$ cat src/rtl/mem_arb_pkg.sv
// Shared types and constants for the two-requester memory access arbiter.
package mem_arb_pkg;

  localparam int DATA_W_DEF = 16;
  localparam int ADDR_W_DEF = 4;

  typedef enum logic [1:0] {
    ST_IDLE    = 2'd0,
    ST_ISSUE   = 2'd1,
    ST_WR_DONE = 2'd2,
    ST_RD_WAIT = 2'd3
  } state_e;

  localparam logic GNT_A = 1'b0;
  localparam logic GNT_B = 1'b1;

endpackage

$ cat src/rtl/rr_arb2.sv
// Combinational two-way round-robin pick; on a tie the requester that did not
// win last time gets the grant.
module rr_arb2
  import mem_arb_pkg::*;
(
  input  logic [1:0] req,
  input  logic       last_gnt,
  output logic       gnt_id,
  output logic       gnt_valid
);

  // Winner selection
  always_comb begin
    gnt_id    = GNT_A;
    gnt_valid = req[0] | req[1];
    if (req[0] && req[1]) begin
      gnt_id = ~last_gnt;
    end else if (req[1]) begin
      gnt_id = GNT_B;
    end else begin
      gnt_id = GNT_A;
    end
  end

endmodule

$ cat src/rtl/mem_access_arbiter.sv
// Shares one single-port memory controller between requesters A and B with
// round-robin arbitration and a single outstanding transaction.
module mem_access_arbiter
  import mem_arb_pkg::*;
#(
  parameter int DATA_W = DATA_W_DEF,
  parameter int ADDR_W = ADDR_W_DEF
) (
  input  logic              CLK,
  input  logic              RST,
  input  logic              A_REQ,
  input  logic              A_WE,
  input  logic [ADDR_W-1:0] A_ADDR,
  input  logic [DATA_W-1:0] A_WDATA,
  output logic              A_ACK,
  output logic [DATA_W-1:0] A_RDATA,
  input  logic              B_REQ,
  input  logic              B_WE,
  input  logic [ADDR_W-1:0] B_ADDR,
  input  logic [DATA_W-1:0] B_WDATA,
  output logic              B_ACK,
  output logic [DATA_W-1:0] B_RDATA,
  output logic [DATA_W-1:0] MEM_DATA_IN,
  output logic [ADDR_W-1:0] MEM_ADDRESS,
  output logic              MEMR,
  output logic              MEMW,
  input  logic [DATA_W-1:0] MEM_DATA_OUT
);

  state_e            state_q, state_d;
  logic              last_gnt_q, last_gnt_d;
  logic              win_q, win_d;
  logic              we_q, we_d;
  logic              memr_q, memr_d;
  logic              memw_q, memw_d;
  logic              a_ack_q, a_ack_d;
  logic              b_ack_q, b_ack_d;
  logic [ADDR_W-1:0] addr_q, addr_d;
  logic [DATA_W-1:0] din_q, din_d;
  logic [DATA_W-1:0] a_rdata_q, a_rdata_d;
  logic [DATA_W-1:0] b_rdata_q, b_rdata_d;

  logic              gnt_id;
  logic              gnt_valid;
  logic              sel_we;
  logic [ADDR_W-1:0] sel_addr;
  logic [DATA_W-1:0] sel_wdata;

  rr_arb2 u_rr_arb2 (
    .req       ({B_REQ, A_REQ}),
    .last_gnt  (last_gnt_q),
    .gnt_id    (gnt_id),
    .gnt_valid (gnt_valid)
  );

  assign sel_we    = (gnt_id == GNT_B) ? B_WE    : A_WE;
  assign sel_addr  = (gnt_id == GNT_B) ? B_ADDR  : A_ADDR;
  assign sel_wdata = (gnt_id == GNT_B) ? B_WDATA : A_WDATA;

  // Next-state and output computation for the transaction FSM
  always_comb begin
    state_d    = state_q;
    last_gnt_d = last_gnt_q;
    win_d      = win_q;
    we_d       = we_q;
    addr_d     = addr_q;
    din_d      = din_q;
    a_rdata_d  = a_rdata_q;
    b_rdata_d  = b_rdata_q;
    memr_d     = 1'b0;
    memw_d     = 1'b0;
    a_ack_d    = 1'b0;
    b_ack_d    = 1'b0;
    case (state_q)
      ST_IDLE: begin
        // The ACK cycle of a read lands in IDLE; granting is held off for it
        // so a still-high REQ is taken as a new request one cycle later.
        if (gnt_valid && !(a_ack_q || b_ack_q)) begin
          win_d      = gnt_id;
          last_gnt_d = gnt_id;
          we_d       = sel_we;
          addr_d     = sel_addr;
          din_d      = sel_wdata;
          memr_d     = ~sel_we;
          memw_d     = sel_we;
          state_d    = ST_ISSUE;
        end else begin
          state_d    = ST_IDLE;
        end
      end
      ST_ISSUE: begin
        if (we_q) begin
          state_d = ST_WR_DONE;
          if (win_q == GNT_B) begin
            b_ack_d = 1'b1;
          end else begin
            a_ack_d = 1'b1;
          end
        end else begin
          state_d = ST_RD_WAIT;
        end
      end
      ST_WR_DONE: begin
        state_d = ST_IDLE;
      end
      ST_RD_WAIT: begin
        state_d = ST_IDLE;
        if (win_q == GNT_B) begin
          b_rdata_d = MEM_DATA_OUT;
          b_ack_d   = 1'b1;
        end else begin
          a_rdata_d = MEM_DATA_OUT;
          a_ack_d   = 1'b1;
        end
      end
      default: begin
        state_d = ST_IDLE;
      end
    endcase
  end

  // State and output registers
  always_ff @(posedge CLK or posedge RST) begin
    if (RST) begin
      state_q    <= ST_IDLE;
      last_gnt_q <= GNT_B;
      win_q      <= GNT_A;
      we_q       <= 1'b0;
      addr_q     <= '0;
      din_q      <= '0;
      a_rdata_q  <= '0;
      b_rdata_q  <= '0;
      memr_q     <= 1'b0;
      memw_q     <= 1'b0;
      a_ack_q    <= 1'b0;
      b_ack_q    <= 1'b0;
    end else begin
      state_q    <= state_d;
      last_gnt_q <= last_gnt_d;
      win_q      <= win_d;
      we_q       <= we_d;
      addr_q     <= addr_d;
      din_q      <= din_d;
      a_rdata_q  <= a_rdata_d;
      b_rdata_q  <= b_rdata_d;
      memr_q     <= memr_d;
      memw_q     <= memw_d;
      a_ack_q    <= a_ack_d;
      b_ack_q    <= b_ack_d;
    end
  end

  assign A_ACK       = a_ack_q;
  assign B_ACK       = b_ack_q;
  assign A_RDATA     = a_rdata_q;
  assign B_RDATA     = b_rdata_q;
  assign MEM_DATA_IN = din_q;
  assign MEM_ADDRESS = addr_q;
  assign MEMR        = memr_q;
  assign MEMW        = memw_q;

endmodule

$ cat config.mk
export PLATFORM = sky130hd
export DESIGN_NAME = mem_access_arbiter
export DESIGN_NICKNAME = d
export VERILOG_FILES = /design/src/rtl/mem_arb_pkg.sv /design/src/rtl/rr_arb2.sv /design/src/rtl/mem_access_arbiter.sv
export SDC_FILE = /design/constraint.sdc
export NUM_CORES = 1
export LEC_CHECK = 0
export ABC_AREA = 1
export BUFFER_PORTS_ARGS = -buffer_cell sky130_fd_sc_hd__buf_4
export CORE_UTILIZATION = 52
export CTS_BUF_LIST = sky130_fd_sc_hd__clkbuf_8
export DETAILED_ROUTE_END_ITERATION = 8
export GPL_TIMING_DRIVEN = 0
export PLACE_DENSITY = 0.95
export REMOVE_ABC_BUFFERS = 1
export SYNTH_ARGS = -nofsm -noshare
export SYNTH_HDL_FRONTEND = slang
export SYNTH_SLANG_ARGS = --single-unit
$ cat constraint.sdc
create_clock -name CLK -period 3.2 [get_ports CLK]
set_clock_uncertainty 0.2 [all_clocks]
set_input_delay 0.48 -clock CLK [delete_from_list [all_inputs] [get_ports CLK]]
set_output_delay 0.48 -clock CLK [all_outputs]
set_load 0.01 [all_outputs]
==> impl_results.md <==
- Outcome: finished, final reports clean
- # rows: 25
- Final instance area: 3680 um2
- Post-CTS setup buffers: 0
- WL final: 6170 um
- Flops & latches, synth: 61
- Detail Route Antenna Nets: 0
- Hold WS: 63.9 ps
- Antenna diodes: 0
- Largest cells by area after synthesis: dfrtp_1 58%, nand2_1 21%, o21ai_0 6.8%, nand3_1 4.4%, inv_1 3.3%
- Non-Filler Instances: 495
- CORE AREA: 4750 um2
- Global-route wire length before repair: between 9000 and 10000 um
- Dpl cells: 480
- Post-Synth XOR/XNOR Area: 0%
- R2R setup slack: 880 ps
- RR Endpoint: MEM_ADDRESS[1]
- Peak VDD IR: 490 uV
- CP startpoint kind: register
- Die Height: about 73 um
- Worst-path clk slew: 60 ps
- GP Congestion: 0.768
- Die width: 72.6 um
- R2R depth: 6
- Post-CTS sizing: 0
- YS warnings: 0
- Most frequent cells after synthesis: 143 x nand2_1, 60 x dfrtp_1, 35 x o21ai_0, 23 x inv_1, 23 x nand3_1
- Worst-margin pin slew: roughly 1000 ps
- Worst-Skew Late Latency: 320 ps
- Number of global-route vias before repair: approximately 2300
- Die area: 5270 um2
- Post-Synthesis Cell Area: between 2000 and 3000 um2
- Minimum clock period: 2320 ps
- Total of max-cap violations: 0
- DRC Markers: 0
- WL/cell: around 12 um
- Vias per cell: 4.89
- Yosys cell types: 16
- Required time worst endpoint: approximately 3300 ps
- Clk sinks: 61
- I/O pin count: around 120
- H-tree depth: 3
- FMAX: 430 MHz
- Largest family of logic cells by synthesized area: simple AND/OR/NAND/NOR gates
- Max-slew headroom: a little under a third
- Adder-cell share of the synthesized area: 0%
- Initial antenna violation count: 0
- Crit share post-route: approximately 73%
- Count leader, synth: nand2_1
- Post-synth EDFFs: 0
- Gr usage total: 25.0%
- Flop pwr share: 39.3%
- Overall power: 3.51 mW
- Pwr Density: 955 nW/um2
- Largest net degree at the start of global routing: 33
- Crit Path Class: register to register
- CP Max Fanout: 23
- Internal power: 2.23 mW
- Final setup violation count: 0
- Final nets: just under 500
- Clock Path Buffers: 2
- Total number of vias: around 2400
- Share of the synthesized area in the top cell type: 57.9%
- Hold/Removal Path Class: input pin to asynchronous set/reset pin
- Post-synthesis simple-gate area fraction: 27.2%
- Area post-placement: 3480 um2
- Crit path largest cell delay: 740 ps
- Post-synth top flop: dfrtp_1
- DP HPWL: 4490 um
- Net Sw Frac: 36.6%
- Mapped Cells: 311
- Crit end category: register
- GRT Residual Overflow: 0
- Num CTS Buffers: 9
- CP cell instances: nand2_1, nand2_1, nand2_1, nand2_1, nand2_1, nand2_1
- Slowest-stage cell, CP: nand2_1
- Area grow syn2layout: 41.9%
- DRT iter0 DRCs: 111
- Comb pwr share: 41.6%
- Clk pwr share: 19.1%
- Initial Util: 54.5%
- Max-slew violations: 0
- Final Hold Vio Count: 0
- Root Buffer: clkbuf_8
- Filler Cell Count: ~340
- Share of cells above drive strength 1: about 32%
- Post-CTS Hold Fix Bufs: 0
- Synth async-reset ratio: 100%
- RSZ-0062 raised after global routing: no
- Synth Area in Compound Gates: around 6.8%
- Mean post-synth cell area: 8.34 um2
- Synth area leader: dfrtp_1
- R2r startpoint: last_gnt_q
- Post-synthesis mux area share: 0%
- CP Data Arrival Time: about 2400 ps
- Static Leak: 2.11 nW
- IO Port Bufs: around 120
- CTS tree: built
- TritonRoute pass-1 iters: 4
- Post-synthesis sequential area ratio: 58.9%
- CP most frequent cell: nand2_1
- Psw: 1.29 mW
- Setup Total Neg Slack: 0 ps
-- per-layer routing --
| metal | share of wire, % | track usage (%) |
|---|---|---|
| met3 | 8.9 | 8.01 |
| met5 | 0 | 0 |
| met4 | 1.3 | 11.5 |
| met1 | 42 | 30.1 |
| met2 | 47 | 41.1 |
-- power groups by stage --
stage | clock (mW) | sequential [mW] | combinational [mW]
after floorplan | 0 | 1.51 | 0.553
after global placement | 0 | 1.36 | 1.41
after detailed placement | 0 | 1.38 | 1.47
after CTS | 0.686 | 1.38 | 1.47
after global routing | 0.713 | 1.41 | 1.64
final | 0.670 | 1.38 | 1.46
-- logic make-up (layout without fill, tap and decap cells) --
| logic type | count (synthesis) | after routing |
|---|---|---|
| and+or+nand+nor | 175 | 175 |
| AOI/OAI and AO/OA | 35 | 35 |
| DFF | 61 | 61 |
| buffers and inverters | 40 | 157 |
-- per-stage QoR --
step / util (%) / setup WS, ps
after floorplan: - / 1010
after global placement: 72.8 / 415
after detailed placement: 73.2 / 727
after CTS: 77.4 / 900
after global routing: 77.4 / 654
final: 77.4 / 876
-- critical path: cells and delay by family (launching register included) --
kind / cells / cell delay, ps
DFF: 1 / 530
and+or+nand+nor: 6 / 1530
-- cells in the final DEF (no fill, tap or decap), drive strengths merged --
master    count
clkinv        2
inv          24
dfstp         1
nor3          2
o21ai        35
clkbuf       11
or2           1
buf         118
dfrtp        60
clkinvlp      1
nand3        24
nand2       143
nor2          5
bufinv        1
-- flip-flops by register name (all words and copies together), names as in the netlist, 2 cells and up --
signal / flops
MEM_DATA_IN: 16
MEM_ADDRESS: 4
state_q: 2
B_RDATA: 16
A_RDATA: 16
-- cell type report --
cell class	instances	area, um2	area share (%)
clock buffer	11	151	4.12
sequential	61	1530	41.5
tap	67	83.8	2.28
multi-input combinational	210	880	23.9
timing repair buffer	118	898	24.4
inverter	24	90.1	2.45
clock inverter	4	47.5	1.29
-- how the worst max path moves through the flow --
stage | to | from | depth (start not counted)
2_1_floorplan | A_ACK | RST | 1
3_3_place_gp | MEM_DATA_IN[15] | RST | 2
3_5_place_dp | we_q | A_REQ | 7
4_1_cts | MEM_ADDRESS[1] | last_gnt_q | 6
5_1_grt | we_q | last_gnt_q | 6
6_report | MEM_ADDRESS[1] | last_gnt_q | 6
Note: power is estimated with default switching activity, not from simulation.
